File: src/rtl/pwm_dead_time_pkg.sv
// Shared definitions for the PWM dead-time output stage: channel FSM
// state encodings and default widths.
package pwm_dead_time_pkg;

    localparam int unsigned CHANNELS_DEFAULT   = 16;
    localparam int unsigned DEAD_WIDTH_DEFAULT = 8;

    localparam logic [2:0] ST_OFF    = 3'd0;
    localparam logic [2:0] ST_LOW    = 3'd1;
    localparam logic [2:0] ST_DEAD_H = 3'd2;
    localparam logic [2:0] ST_HIGH   = 3'd3;
    localparam logic [2:0] ST_DEAD_L = 3'd4;

endpackage

File: src/rtl/pwm_dead_time_channel.sv
// One complementary output channel: Moore FSM with dead-time counter,
// outputs registered from the next-state decode.
module pwm_dead_time_channel
    import pwm_dead_time_pkg::*;
#(
    parameter int unsigned DEAD_WIDTH = DEAD_WIDTH_DEFAULT
) (
    input  logic                  clk,
    input  logic                  rst,
    input  logic                  pwm_in,
    input  logic                  pwm_en_in,
    input  logic [DEAD_WIDTH-1:0] dead_time,
    input  logic                  fault_latched,
    output logic                  out_high,
    output logic                  out_low,
    output logic                  out_en
);

    logic [2:0]            state, state_nxt;
    logic [DEAD_WIDTH-1:0] cnt, cnt_nxt;

    always_comb begin
        state_nxt = state;
        cnt_nxt   = cnt;
        if (!pwm_en_in || fault_latched) begin
            state_nxt = ST_OFF;
        end else begin
            case (state)
                ST_OFF: state_nxt = ST_LOW;
                ST_LOW: begin
                    if (pwm_in) begin
                        if (dead_time == '0) begin
                            state_nxt = ST_HIGH;
                        end else begin
                            state_nxt = ST_DEAD_H;
                            cnt_nxt   = dead_time - DEAD_WIDTH'(1);
                        end
                    end
                end
                ST_DEAD_H: begin
                    if (!pwm_in)          state_nxt = ST_LOW;
                    else if (cnt == '0)   state_nxt = ST_HIGH;
                    else                  cnt_nxt   = cnt - DEAD_WIDTH'(1);
                end
                ST_HIGH: begin
                    if (!pwm_in) begin
                        if (dead_time == '0) begin
                            state_nxt = ST_LOW;
                        end else begin
                            state_nxt = ST_DEAD_L;
                            cnt_nxt   = dead_time - DEAD_WIDTH'(1);
                        end
                    end
                end
                ST_DEAD_L: begin
                    if (pwm_in)           state_nxt = ST_HIGH;
                    else if (cnt == '0)   state_nxt = ST_LOW;
                    else                  cnt_nxt   = cnt - DEAD_WIDTH'(1);
                end
                default: state_nxt = ST_OFF;
            endcase
        end
    end

    // Outputs are registered alongside the state so they always match it.
    always_ff @(posedge clk) begin
        if (!rst) begin
            state    <= ST_OFF;
            cnt      <= '0;
            out_high <= 1'b0;
            out_low  <= 1'b0;
            out_en   <= 1'b0;
        end else begin
            state    <= state_nxt;
            cnt      <= cnt_nxt;
            out_high <= (state_nxt == ST_HIGH);
            out_low  <= (state_nxt == ST_LOW);
            out_en   <= (state_nxt != ST_OFF);
        end
    end

endmodule

File: src/rtl/pwm_dead_time.sv
// PWM dead-time insertion and fault shutdown for CHANNELS complementary pairs.
// Define PWM_DEAD_TIME_FAULT_SYNC_EN to pass fault through a 2-flop synchronizer.
module pwm_dead_time
    import pwm_dead_time_pkg::*;
#(
    parameter int unsigned CHANNELS   = CHANNELS_DEFAULT,
    parameter int unsigned DEAD_WIDTH = DEAD_WIDTH_DEFAULT
) (
    input  logic                  clk,
    input  logic                  rst,
    input  logic [CHANNELS-1:0]   pwm_in,
    input  logic [CHANNELS-1:0]   pwm_en_in,
    input  logic [DEAD_WIDTH-1:0] dead_time,
    input  logic                  fault,
    input  logic                  fault_clear,
    output logic [CHANNELS-1:0]   out_high,
    output logic [CHANNELS-1:0]   out_low,
    output logic [CHANNELS-1:0]   out_en,
    output logic                  fault_irq
);

    logic fault_q;
    logic fault_latched;

`ifdef PWM_DEAD_TIME_FAULT_SYNC_EN
    logic [1:0] fault_sync;

    always_ff @(posedge clk) begin
        if (!rst) fault_sync <= '0;
        else      fault_sync <= {fault_sync[0], fault};
    end

    assign fault_q = fault_sync[1];
`else
    assign fault_q = fault;
`endif

    // Set has priority over clear so a persistent fault cannot be cleared.
    always_ff @(posedge clk) begin
        if (!rst)             fault_latched <= 1'b0;
        else if (fault_q)     fault_latched <= 1'b1;
        else if (fault_clear) fault_latched <= 1'b0;
    end

    assign fault_irq = fault_latched;

    for (genvar ch = 0; ch < CHANNELS; ch++) begin : g_ch
        pwm_dead_time_channel #(
            .DEAD_WIDTH (DEAD_WIDTH)
        ) u_ch (
            .clk           (clk),
            .rst           (rst),
            .pwm_in        (pwm_in[ch]),
            .pwm_en_in     (pwm_en_in[ch]),
            .dead_time     (dead_time),
            .fault_latched (fault_latched),
            .out_high      (out_high[ch]),
            .out_low       (out_low[ch]),
            .out_en        (out_en[ch])
        );
    end

endmodule

File: config.mk
export PLATFORM = sky130hd
export DESIGN_NAME = pwm_dead_time
export DESIGN_NICKNAME = d
export VERILOG_FILES = /design/src/rtl/pwm_dead_time_pkg.sv /design/src/rtl/pwm_dead_time_channel.sv /design/src/rtl/pwm_dead_time.sv
export SDC_FILE = /design/constraint.sdc
export NUM_CORES = 1
export LEC_CHECK = 0
export CAP_MARGIN = 20
export CORE_MARGIN = 2
export CORE_UTILIZATION = 56
export CTS_BUF_LIST = sky130_fd_sc_hd__clkbuf_2 sky130_fd_sc_hd__clkbuf_4 sky130_fd_sc_hd__clkbuf_8
export CTS_CLUSTER_SIZE = 28
export DETAILED_ROUTE_END_ITERATION = 12
export GPL_ROUTABILITY_DRIVEN = 1
export GPL_TIMING_DRIVEN = 0
export PLACE_DENSITY = 0.79
export SYNTH_ARGS = -nofsm -noshare
export SYNTH_HDL_FRONTEND = slang
export SYNTH_SLANG_ARGS = --single-unit
File: constraint.sdc
create_clock -name clk -period 2.4 [get_ports clk]
set_input_delay 0.48 -clock clk [delete_from_list [all_inputs] [get_ports clk]]
set_output_delay 0.48 -clock clk [all_outputs]
set_load 0.005 [all_outputs]
# == After elaboration in Yosys (flattened, before gate mapping) ==
# Cells that the tools add are included.
# word_totals
wordCells,632
regBits,225
input_bits,44
output_inout_bits,49
# classes
n_mux,244
eq_ne,160
reduce_logical,114
add_sub_neg,17
bitwise,16
# ops
operator,n
$mux W8,96
$pmux W8 S4,16
$mux W3,113
$pmux W3 S5,16
$eq A3 B2 Y1 const B,48
$logic_not A8 Y1,17
$sub A8 B1 Y8 const B,17
$ne A2 B2 Y1 const B,64
$eq A3 B1 Y1 const B,32
$reduce_and A6 Y1,16
$reduce_bool A4 Y1,16
$eq A3 B3 Y1 const B,16
$logic_not A3 Y1,16
$reduce_bool A3 Y1,16
$logic_not A1 Y1,16
$logic_or A1 B1 Y1,16
$not A1 Y1,16
$mux W1,3
$reduce_bool A2 Y1,1

# == Logic depth before layout (Yosys ltp) ==
# Gate-level depths: netlist of run 1.
# logic_depth
depth_word,6
mapped_depth,9
mapped_depth_nobuf,7

# == Cells and area by module ==
# A second synthesis of run 1 with hierarchy kept.
# hier_totals
cells_unflattened,2003
hier_area_um2,16344.4
# modules_own_cells
mod,cells_per_inst,instances,seq_area_each_um2,area_each_um2
pwm_dead_time_channel (g_ch[10].u_ch ...),125,13,280.3,1027.2
pwm_dead_time_channel (g_ch[0].u_ch),134,1,280.3,1011.0
pwm_dead_time_channel (g_ch[9].u_ch),124,1,280.3,974.7
pwm_dead_time_channel (g_ch[13].u_ch),117,1,280.3,963.4
pwm_dead_time,3,1,20.0,41.3

# == Worst setup path after synthesis of run 1 ==
# OpenSTA, ideal clock, no wires.
# synth_timing
path_type,input to register
from,input dead_time[0]
to,register g_ch[13].u_ch.cnt[6]
stages,8
setup_ps,117
slack_ps,95
required_ps,2283
arrival_ps,2188
path_buffers,1
cell_sequence,inv_1 ha_1 or3b_1 buf_4 or3_4 xor2_1 o21ai_0 a32o_1
# synth_between
elab_chain_len,4
elab_cells_between_ends,6
classes_between,add/sub: 1; mux: 4; reduce/logical: 1
# synth_lines
item,line,text
"start, declared",pwm_dead_time.sv:13,"input logic [DEAD_WIDTH-1:0] dead_time,"
$sub A8 B1 Y8 / $logic_not A8 Y1 (equally long branches),--,
$mux W8 (*),"pwm_dead_time_channel.sv:32, pwm_dead_time_channel.sv:47",
"$mux W8, on equally long branches","pwm_dead_time_channel.sv:46, pwm_dead_time_channel.sv:31",
$pmux W8 S4 (*),pwm_dead_time_channel.sv:28,case (state)
"end signal, assigned",pwm_dead_time_channel.sv:75,cnt <= cnt_nxt;
"end, declared",pwm_dead_time_channel.sv:20,"logic [DEAD_WIDTH-1:0] cnt, cnt_nxt;"
# Mark *: on every way between the ends. The rest lies on a longest branch, timed or not. The select of a mux whose other input is x is not followed.
# A chain may end at the register's enable or synchronous reset.

# == Worst setup path in the final report of run 1 ==
# layout_timing
from,input dead_time[6]
to,register g_ch[6].u_ch.cnt[0]
# layout_between
elab_chain_len,4
elab_cells_between_ends,5
classes_between,mux: 4; reduce/logical: 1
# layout_lines
item,line
$logic_not A8 Y1 (*),"pwm_dead_time_channel.sv:32, pwm_dead_time_channel.sv:47"
$mux W8 (*),--
"$mux W8, on equally long branches",--
$pmux W8 S4 (*),--
"end signal, assigned",pwm_dead_time_channel.sv:75
"end, declared",pwm_dead_time_channel.sv:20
# Marks and branches as above.

==> results.cfg, run 1 <==
[run_status]
outcome = completed

[critical_path]
critical_path_peak_fanout = 10
timing.critical_path.to_type = flip-flop
crit_path_start_kind = input port
data_arrival_critical_path_ns = 2.83
worst-setup-path-type = input port to flip-flop
timing.critical_path.required_ns = 2.85

[timing]
period_share = 0.993
final-max-slew-violation-count = 0
tightest_slew_ns = 1.20
grt_setup_unrepaired = no
setup-violations-final = 0
slew_headroom = 0.196
final_report_hold_violation_count = 0
layout_min_cycle_time_ns = 2.38
worst_hold_slack_ns = 0.220
fmax_mhz = 420
finClkSkew_ns = 0.0215

[route]
detailroute.via_count = 14900
routed_wire_length_per_instance_um = 19.3
antenna_violating_nets_post_route = 0
vias_per_std_cell = 6.44
first_pass_iters = 6
drt-initial-drc-count = 1388
post-route-drc-count = 0
drt_wl_total_um = 44500

[die]
rows = 58
ioPinCount = 93
die_width_um = 163
design.core.area_um2 = 25000
die_area_um2 = 26700
dieHeight_um = 163
start_util = 0.568

[placement]
port_buffers = 79
postPlaceCellArea_um2 = 15400
dp_hpwl_um = 29400
finalWeightedCongestion = 0.956
numPlacedInstances = 2221

[synth]
synth_enable_flop_cells = 0
cells_after_synthesis = 1812
synthTopCellsByCount = 225 x sky130_fd_sc_hd__dfxtp_1, 153 x sky130_fd_sc_hd__nor2_1, 138 x sky130_fd_sc_hd__a21oi_1, 120 x sky130_fd_sc_hd__o21ai_0, 115 x sky130_fd_sc_hd__nand2_1
synth.largest_area_cell = sky130_fd_sc_hd__dfxtp_1
post_synth_num_cell_types = 100
synth_fp_nets = 1873
synthesized_area_per_cell_um2 = 7.85
synthArstFlopShare = 0
syn_area_um2 = 14200
synth_top_area_share = 0.317
netlist_top_cells_area = sky130_fd_sc_hd__dfxtp_1 32%, sky130_fd_sc_hd__a21oi_1 4.9%, sky130_fd_sc_hd__o21ai_0 4.2%
synth-seq-area-share = 0.317
synth_seq_cells = 225
yosys.cell_count.top_type = sky130_fd_sc_hd__dfxtp_1
synthFlopType = sky130_fd_sc_hd__dfxtp_1
synth.yosys.warnings = 0

[layout]
syn2layout_area_growth_pct = 17.5
layout.cells.non_filler = 2308
layout-drive-gt1-share = 0.154
nFillCells = 2092
final_design_instance_area_without_fill_um2 = 16700
design.final.nets = 2009

[pwr]
power_density_nw_per_um2 = 541
peakVddDrop_uv = 458
leakagePower_nw = 6.31

[job]
drv_cap = 0

[clocking]
worst_skew_pair.late_latency_ns = 0.56
clkSinkCount = 225
htree_levels = 2
clkTransAtPathRegs_ns = 0.06
tritoncts = yes
numCtsBuffers = 42
clock_path_buffers = 3
postCtsHoldBufs = 0
cts-root-buf = sky130_fd_sc_hd__clkbuf_8

[global_route]
via_count_of_the_first_global_routing_pass = 13400
grt_util_all_layers = 0.323
grt_remaining_overflow = 0
grt_pass1_wl_um = 69000
grt_antenna_before_repair = 0
grt_max_degree = 11

[hold_path]
min_path_type = input port to flip-flop
==> path summary, 6_finish.rpt <==
path / from / endpoint / slack [ns] / depth (start not counted)
setup / recovery: dead_time[6] / g_ch[6].u_ch.cnt[0] / 0.02 / 8
hold / removal: pwm_in[15] / g_ch[15].u_ch.state[2] / 0.22 / 2
setup reg to reg: g_ch[4].u_ch.cnt[0] / g_ch[4].u_ch.cnt[0] / 0.07 / 8
hold reg to reg: g_ch[5].u_ch.cnt[6] / g_ch[5].u_ch.cnt[6] / 0.47 / 2
==> report_power, final <==
part	leakage, nW	switching (W)	internal (W)
Sequential	1.82	0.0000611	0.00382
Combinational	4.02	0.000781	0.000497
Clock	0.467	0.00168	0.00219
Total	6.31	0.00252	0.00652
==> registers in the layout (all words and copies together) (netlist names) <==
signal	count
fault_irq	1
g_ch.u_ch.out_en	16
g_ch.u_ch.out_low	16
g_ch.u_ch.cnt	128
g_ch.u_ch.state	48
g_ch.u_ch.out_high	16
==> per-stage QoR <==
stage,worst slack [ns],utilization,TNS [ns],power (W)
2_1_floorplan,0.0948,-,0,0.00470
3_3_place_gp,-1.60,0.616,-180.05,0.00511
3_5_place_dp,-1.57,0.616,-176.99,0.00514
5_1_grt,0.00270,0.667,0,0.00932
6_report,0.0167,0.667,0,0.00903
4_1_cts,0.0127,0.660,0,0.00899
==> cell type report <==
| type | count | area [um^2] | area share |
|---|---|---|---|
| multi-input cells | 1303 | 8570 | 0.513 |
| flip-flops and latches | 225 | 4500 | 0.270 |
| plain buffers | 190 | 1060 | 0.0635 |
| repair buffers | 94 | 928 | 0.0556 |
| clock buffers | 66 | 833 | 0.0499 |
| well taps | 330 | 413 | 0.0247 |
| inverters | 92 | 347 | 0.0208 |
| clock inverters | 7 | 37.5 | 0.00225 |
| diodes | 1 | 2.50 | 0.000150 |
==> placed cells by master (no fill, tap or decap), types with 17 or more instances in the layout <==
cell type / count
sky130_fd_sc_hd__a211o_1: 22
sky130_fd_sc_hd__a211oi_1: 27
sky130_fd_sc_hd__a21oi_1: 137
sky130_fd_sc_hd__and2_1: 17
sky130_fd_sc_hd__and3_1: 18
sky130_fd_sc_hd__buf_2: 33
sky130_fd_sc_hd__buf_4: 68
sky130_fd_sc_hd__clkbuf_1: 79
sky130_fd_sc_hd__clkbuf_8: 54
sky130_fd_sc_hd__clkdlybuf4s50_1: 73
sky130_fd_sc_hd__dfxtp_1: 225
sky130_fd_sc_hd__inv_1: 89
sky130_fd_sc_hd__nand2_1: 114
sky130_fd_sc_hd__nand2b_1: 17
sky130_fd_sc_hd__nand3_1: 44
sky130_fd_sc_hd__nor2_1: 152
sky130_fd_sc_hd__nor2b_1: 26
sky130_fd_sc_hd__nor3_1: 65
sky130_fd_sc_hd__nor3b_1: 18
sky130_fd_sc_hd__nor4_1: 30
sky130_fd_sc_hd__o211ai_1: 31
sky130_fd_sc_hd__o21ai_0: 120
sky130_fd_sc_hd__o311ai_0: 28
sky130_fd_sc_hd__o31ai_1: 33
sky130_fd_sc_hd__o32ai_1: 20
sky130_fd_sc_hd__or3_1: 20
sky130_fd_sc_hd__xnor2_1: 23
sky130_fd_sc_hd__xor2_1: 21
==> worst max-delay path, cell delays in order <==
cell	delay [ns]
sky130_fd_sc_hd__dlygate4sd2_1	0.43
sky130_fd_sc_hd__nor4_4	0.49
sky130_fd_sc_hd__buf_2	0.40
sky130_fd_sc_hd__o211ai_1	0.15
sky130_fd_sc_hd__o211ai_1	0.20
sky130_fd_sc_hd__buf_2	0.30
sky130_fd_sc_hd__a211oi_1	0.07
sky130_fd_sc_hd__o221a_2	0.30
==> logic make-up (layout without fill, tap and decap cells) <==
| group | Yosys count | after routing | synth area share |
|---|---|---|---|
| adder cells (fa/ha/maj) | 17 | 17 | 0.0150 |
| multiplexers | 20 | 20 | 0.0147 |
| flip-flops | 225 | 225 | 0.317 |
| other | 0 | 1 | 0 |
| AO/OA/AOI/OAI | 549 | 549 | 0.263 |
| buffers and inverters | 284 | 449 | 0.0966 |
| AND/OR/NAND/NOR | 668 | 668 | 0.263 |
| XOR/XNOR | 49 | 49 | 0.0307 |
==> per-layer routing <==
layer  part of all wire  global-route usage
met2               0.44               0.497
met5                  0                   0
met3               0.11              0.0734
met1               0.40               0.418
met4              0.057               0.180
==> repair_timing <==
item,in CTS,in global routing
endpoints found under the setup margin,191,92
resized for setup,37,44
cloned,1,0
pin swaps,3,6
buffers inserted,9,5
Note: power is estimated with default switching activity, not from simulation.
==> inputs of run 2 (changes only) <==
- CTS_CLUSTER_DIAMETER: unset -> 120
- CTS_CLUSTER_SIZE: 28 -> unset
- PLACE_DENSITY: 0.79 -> 0.78
==> run 2 against run 1 <==
Compared with the run above:
- non-clock buffer count up 2
- core utilization is 0.24 points lower
- routed wire length is 2.2% lower
==> results.cfg, run 2 (synthesis gave the netlist of run 1 again) <==
[run_status]
outcome = completed

[critical_path]
worst-setup-path-type = input port to flip-flop
rr_endpoint = g_ch[4].u_ch.cnt[0]
timing.rr.start = g_ch[4].u_ch.cnt[0]
crit_path_start_kind = input port
timing.critical_path.required_ns = 2.85
cp_num_buf_inv = 3
path_common_cell = sky130_fd_sc_hd__clkbuf_1
rr_worst_depth = 8
cp_cell_sequence = clkdlybuf4s50_1 -> clkbuf_1 -> clkbuf_1 -> o211ai_1 -> o31ai_2
crit_slowest_cell = sky130_fd_sc_hd__clkbuf_1
cp_top_family = buffers and inverters
worst_path_largest_cell_delay_ns = 0.71
data_arrival_critical_path_ns = 2.79
critical_path_peak_fanout = 10
timing.critical_path.to_type = flip-flop
setup.reg_to_reg.worst_slack_ns = 0.12

[timing]
tightest_slew_ns = 1.12
setup-violations-final = 0
final-max-slew-violation-count = 0
grt_setup_unrepaired = yes
setup_total_negative_slack_ns = 0
layout_min_cycle_time_ns = 2.35
worst_hold_slack_ns = 0.233
finClkSkew_ns = 0.0156
final_report_hold_violation_count = 0
slew_headroom = 0.250
fmax_mhz = 426
period_share = 0.977

[pwr]
swShare = 0.277
p_int_w = 0.00637
seq_power_share = 0.441
clockPowerShare = 0.416
combPwrFrac = 0.143
peakVddDrop_uv = 527
leakagePower_nw = 6.32
power_density_nw_per_um2 = 530
netSwitchingPower_w = 0.00244

[die]
rows = 58
ioPinCount = 93
dieHeight_um = 163
die_area_um2 = 26700
start_util = 0.568
die_width_um = 163
design.core.area_um2 = 25000

[global_route]
grt_max_degree = 14
grt_pass1_wl_um = 67200
globalRouteMet3Util = 0.0658
grt.busiest_layer = met2
grt_remaining_overflow = 0
via_count_of_the_first_global_routing_pass = 13000
grt_util_all_layers = 0.316
globalRouteMet2Util = 0.486
grt_antenna_before_repair = 0
grt.met1_usage = 0.414

[route]
first_pass_iters = 6
drt-initial-drc-count = 1535
vias_per_std_cell = 6.39
detailroute.via_count = 14700
drt_wl_total_um = 43600
antenna_violating_nets_post_route = 0
post-route-drc-count = 0
routed_wire_length_per_instance_um = 18.9

[clocking]
tritoncts = yes
clkTransAtPathRegs_ns = 0.06
numCtsBuffers = 40
clkSinkCount = 225
htree_levels = 2
cts-root-buf = sky130_fd_sc_hd__clkbuf_8
worst_skew_pair.late_latency_ns = 0.55
clock_path_buffers = 3

[hold_path]
destination_of_the_worst_hold_path = g_ch[15].u_ch.state[2]
holdCritStartpoint = pwm_in[15]
worstHoldPathCells = 2
min_path_type = input port to flip-flop

[job]
drv_cap = 0

[layout]
design.final.nets = 2009
n_antenna_cell = 0
regMostFlops = g_ch.u_ch.cnt
most_common_library_cell_in_the_layout_ignoring_fill_and_taps = sky130_fd_sc_hd__dfxtp_1
layout-drive-gt1-share = 0.149
largest_register_ffs = 128
top_regs = g_ch.u_ch.cnt (128), g_ch.u_ch.state (48)
syn2layout_area_growth_pct = 17.0
layout.cells.most_common_list = 225 x sky130_fd_sc_hd__dfxtp_1, 152 x sky130_fd_sc_hd__nor2_1, 138 x sky130_fd_sc_hd__a21oi_1

[placement]
port_buffers = 79
finalWeightedCongestion = 0.971
dp_hpwl_um = 29100
==> run 2: cell count changes in the layout (fill, tap and decap cells not counted), sizes merged <==
cell	change
diode	-1
clkdlybuf4s15	+1
clkinv	-4
buf	+3
clkinvlp	-1
dlymetal6s2s	+3
clkbuf	-6
dlygate4sd2	-3
==> run 2: area by class of cell <==
type	count	area (um^2)
clock inverters	2	10.0
clock buffers	62	785
well taps	330	413
repair buffers	97	947
multi-input cells	1303	8550
fillers	2094	8400
plain buffers	189	1080
flip-flops and latches	225	4500
inverters	92	347
==> run 2: power groups by stage <==
stage	Clock (W)	Sequential (W)	Combinational (W)
6_report	0.00366	0.00389	0.00126
5_1_grt	0.00384	0.00389	0.00135
4_1_cts	0.00370	0.00388	0.00121
3_5_place_dp	0	0.00396	0.00118
3_3_place_gp	0	0.00396	0.00116
2_1_floorplan	0	0.00395	0.000751
==> run 2: routing by layer <==
| metal | share of wire | vias up | wire length [um] |
|---|---|---|---|
| met5 | 0 | - | 0 |
| met4 | 0.051 | 0 | 2210 |
| met3 | 0.10 | 162 | 4490 |
| met2 | 0.44 | 784 | 19200 |
| met1 | 0.41 | 6839 | 17700 |
| li1 | - | 6910 | - |
==> run 2: what timing repair did <==
| action | CTS | global route |
|---|---|---|
| cloned | 1 | 0 |
| endpoints found under the setup margin | 184 | 104 |
| pin swaps | 2 | 5 |
| buffers inserted | 10 | 6 |
| gates resized for setup | 43 | 39 |
| hold buffers | 0 | 0 |
| hold endpoints to repair | 0 | 0 |
==> run 2: worst max path at each step <==
stage                             from                    to  slack (ns)  cells after the start
final                              rst   g_ch[7].u_ch.cnt[6]        0.05                      5
after global routing      dead_time[6]   g_ch[4].u_ch.cnt[0]      -0.008                      8
after CTS                 dead_time[5]   g_ch[4].u_ch.cnt[0]       0.002                      8
after detailed placement  dead_time[0]   g_ch[5].u_ch.cnt[5]       -1.63                     10
after global placement    dead_time[0]   g_ch[5].u_ch.cnt[6]       -1.62                     10
after floorplan           dead_time[0]  g_ch[13].u_ch.cnt[6]        0.09                      8
==> run 2: stage by stage <==
| stage | total power [W] | setup WS, ns | cells | area, um^2 | utilization |
|---|---|---|---|---|---|
| finish | 0.00881 | 0.0542 | 2300 | 16600 | 0.665 |
| global route | 0.00908 | -0.00774 | 2300 | 16600 | 0.665 |
| CTS | 0.00879 | 0.00204 | 2296 | 16500 | 0.658 |
| detailed placement | 0.00514 | -1.63 | 2222 | 15400 | 0.617 |
| floorplan | 0.00470 | 0.0948 | 1812 | 14200 | - |
| global placement | 0.00512 | -1.62 | 2221 | 15400 | 0.616 |
==> run 2: worst reg2reg max path: stages (launching register included) <==
cell	delay (ns)
sky130_fd_sc_hd__dfxtp_1	0.34
sky130_fd_sc_hd__inv_1	0.07
sky130_fd_sc_hd__ha_1	0.19
sky130_fd_sc_hd__or3b_2	0.51
sky130_fd_sc_hd__or3_1	0.41
sky130_fd_sc_hd__nor2_4	0.22
sky130_fd_sc_hd__or2_2	0.14
sky130_fd_sc_hd__buf_2	0.16
sky130_fd_sc_hd__o221a_2	0.19
==> inputs of run 3 (changes only) <==
- ABC_AREA: unset -> 1
- SETUP_SLACK_MARGIN: unset -> 0.5
==> run 3 against run 2 <==
Compared with the run above:
- register-to-register slack better by 0.51 ns
- power up 9.6%
- clock power rose by 7.1%
- maximum frequency is 23% higher
- die area grew 4.7%
- sequential cell count stayed put
- sequential power is 2% higher
- critical endpoint is now g_ch[5].u_ch.cnt[6]
- highest routed layer unchanged
- count of clock-buffer cells in the layout rose by 3
- global-route usage is 1.9 points lower
- non-clock buffer count decreased by 83
==> results.cfg, run 3 <==
[critical_path]
cp_cell_sequence = clkdlybuf4s50_1 -> clkinv_2 -> clkbuf_2 -> clkdlybuf4s15_2 -> a21oi_1
crit_path_start_kind = input port
timing.critical_path.required_ns = 2.89
timing.critical_path.to_type = flip-flop
worst-setup-path-type = input port to flip-flop
worst_path_largest_cell_delay_ns = 0.58
crit_slowest_cell = sky130_fd_sc_hd__clkdlybuf4s50_1
cp_num_buf_inv = 4
critical_path_peak_fanout = 10
cp_top_family = buffers and inverters
data_arrival_critical_path_ns = 2.39

[timing]
finClkSkew_ns = 0.0169
tightest_slew_ns = 0.942
final_report_hold_violation_count = 0
grt_setup_unrepaired = yes
fmax_mhz = 526
setup_total_negative_slack_ns = 0
final-max-slew-violation-count = 0
period_share = 0.793
layout_min_cycle_time_ns = 1.90
slew_headroom = 0.372
setup-violations-final = 0

[layout]
layout.cells.most_common_list = 724 x sky130_fd_sc_hd__nand2_1, 503 x sky130_fd_sc_hd__nor2_1, 285 x sky130_fd_sc_hd__inv_1
syn2layout_area_growth_pct = 16.7
nFillCells = 2405
top_regs = g_ch.u_ch.cnt (128), g_ch.u_ch.state (48)
final_core_utilization = 0.667
most_common_library_cell_in_the_layout_ignoring_fill_and_taps = sky130_fd_sc_hd__nand2_1
final_design_instance_area_without_fill_um2 = 17400
design.final.nets = 2714
layout-drive-gt1-share = 0.122
layout.cells.non_filler = 3019
regMostFlops = g_ch.u_ch.cnt
largest_register_ffs = 128
n_antenna_cell = 0

[hold_path]
min_path_type = flip-flop to flip-flop

[pwr]
seq_power_share = 0.412
netSwitchingPower_w = 0.00293
p_int_w = 0.00673
leakagePower_nw = 8.68
swShare = 0.303
combPwrFrac = 0.183
clockPowerShare = 0.406
power_density_nw_per_um2 = 555
peakVddDrop_uv = 495

[route]
drt-initial-drc-count = 1515
met1Wirelength_um = 17700
drt_wl_total_um = 42200
detailroute.wirelength.met2_um = 19700
routed_wire_length_per_instance_um = 14.0
detailroute.via_count = 16000
wl_met3_um = 3120
antenna_violating_nets_post_route = 0
first_pass_iters = 6
vias_per_std_cell = 5.29
routed.top_layer = met4
post-route-drc-count = 0

[synth]
synth_seq_cells = 225
synth_fp_nets = 2562
synth_enable_flop_cells = 0
synth_xor_xnor_area_share = 0.0151
synth_simple_gate_area_frac = 0.449
synth.largest_area_cell = sky130_fd_sc_hd__dfxtp_1
synthesized_area_fraction_occupied_by_ao_oa_aoi_and_oai_cells = 0.0976
post_synth_num_cell_types = 44
synthFlopType = sky130_fd_sc_hd__dfxtp_1
synth.yosys.warnings = 0
synth-seq-area-share = 0.302
cells_after_synthesis = 2501
synthArstFlopShare = 0
synth_top_family_by_area = simple AND/OR/NAND/NOR gates
fraction_of_the_mapped_netlist_area_in_adder_cells = 0.0143
synthTopCellsByCount = 729 x sky130_fd_sc_hd__nand2_1, 509 x sky130_fd_sc_hd__nor2_1, 287 x sky130_fd_sc_hd__inv_1, 225 x sky130_fd_sc_hd__dfxtp_1, 191 x sky130_fd_sc_hd__o21ai_0
share_of_cell_area_taken_by_muxes_after_synthesis = 0.00336
synthesized_area_per_cell_um2 = 5.96
syn_area_um2 = 14900
netlist_top_cells_area = sky130_fd_sc_hd__dfxtp_1 30%, sky130_fd_sc_hd__nand2_1 18%, sky130_fd_sc_hd__nor2_1 13%
synth_top_area_share = 0.302
yosys.cell_count.top_type = sky130_fd_sc_hd__nand2_1

[global_route]
grt_antenna_before_repair = 1
grt_pass1_wl_um = 68500
grt_max_degree = 12
grt_remaining_overflow = 0
via_count_of_the_first_global_routing_pass = 14500
grt_util_all_layers = 0.297

[die]
design.core.area_um2 = 26100
die_area_um2 = 27900
start_util = 0.572
dieHeight_um = 167
ioPinCount = 93
rows = 59
die_width_um = 167

[clocking]
cts-root-buf = sky130_fd_sc_hd__clkbuf_8
numCtsBuffers = 43
htree_levels = 2
clkSinkCount = 225
clkTransAtPathRegs_ns = 0.06
postCtsHoldBufs = 0
clock_path_buffers = 3
tritoncts = yes
worst_skew_pair.late_latency_ns = 0.57

[placement]
finalWeightedCongestion = 0.927
postPlaceCellArea_um2 = 16200
dp_hpwl_um = 29100
numPlacedInstances = 2928
port_buffers = 92

[job]
drv_cap = 0

[run_status]
outcome = completed
[run 3: what timing repair did]
item	4_1_cts	5_1_grt
pin swaps	4	7
cloned	2	0
buffers inserted	6	7
endpoints found under the hold margin	0	0
gates resized for setup	93	30
endpoints found under the setup margin	257	101
[run 3: cells by family after synthesis]
logic type,after synthesis
simple gates,1554
buf+inv,403
compound gates,273
mux,5
xor+xnor,24
flops,225
fa+ha+maj,17
[run 3: cell type report]
cell class | instances | area, um^2 | share of cell area
clock buffer | 65 | 826 | 0.0475
timing repair buffer | 106 | 993 | 0.0571
inverter | 306 | 1150 | 0.0664
tap | 335 | 419 | 0.0241
clock inverter | 11 | 63.8 | 0.00367
buffer | 97 | 676 | 0.0389
multi-input combinational | 1874 | 8750 | 0.503
sequential | 225 | 4510 | 0.259
[run 3: tightest hold or removal path, stage by stage, from the launching register on]
cell and delay, ns:
sky130_fd_sc_hd__dfxtp_1 0.32, sky130_fd_sc_hd__nand2_2 0.07, sky130_fd_sc_hd__a21oi_2 0.04
[run 3: per-layer routing]
layer / global-route usage / vias to the layer above
li1: - / 8075
met1: 0.373 / 7175
met2: 0.505 / 574
met3: 0.0442 / 139
met4: 0.136 / 0
met5: 0 / -
[run 3: power by group through the flow]
stage | combinational, W | sequential, W | clock [W]
2_1_floorplan | 0.00122 | 0.00403 | 0
5_1_grt | 0.00199 | 0.00399 | 0.00416
3_5_place_dp | 0.00171 | 0.00405 | 0
4_1_cts | 0.00172 | 0.00397 | 0.00400
6_report | 0.00176 | 0.00398 | 0.00392
3_3_place_gp | 0.00167 | 0.00405 | 0
[run 3: path summary, 6_finish.rpt]
check,cells after the start,slack [ns],startpoint,endpoint
min,2,0.48,g_ch[8].u_ch.cnt[6],g_ch[8].u_ch.cnt[6]
max reg2reg,10,0.63,g_ch[9].u_ch.cnt[0],g_ch[9].u_ch.cnt[7]
max,5,0.50,rst,g_ch[5].u_ch.cnt[6]
min reg2reg,2,0.48,g_ch[8].u_ch.cnt[6],g_ch[8].u_ch.cnt[6]
[run 3: metrics by stage]
stage	setup slack, ns	power, W	hold slack, ns
6_report	0.497	0.00966	0.475
5_1_grt	0.489	0.0101	0.494
4_1_cts	0.502	0.00970	0.477
3_5_place_dp	-1.26	0.00576	0.465
3_3_place_gp	-1.26	0.00572	0.462
2_1_floorplan	0.672	0.00524	0.451
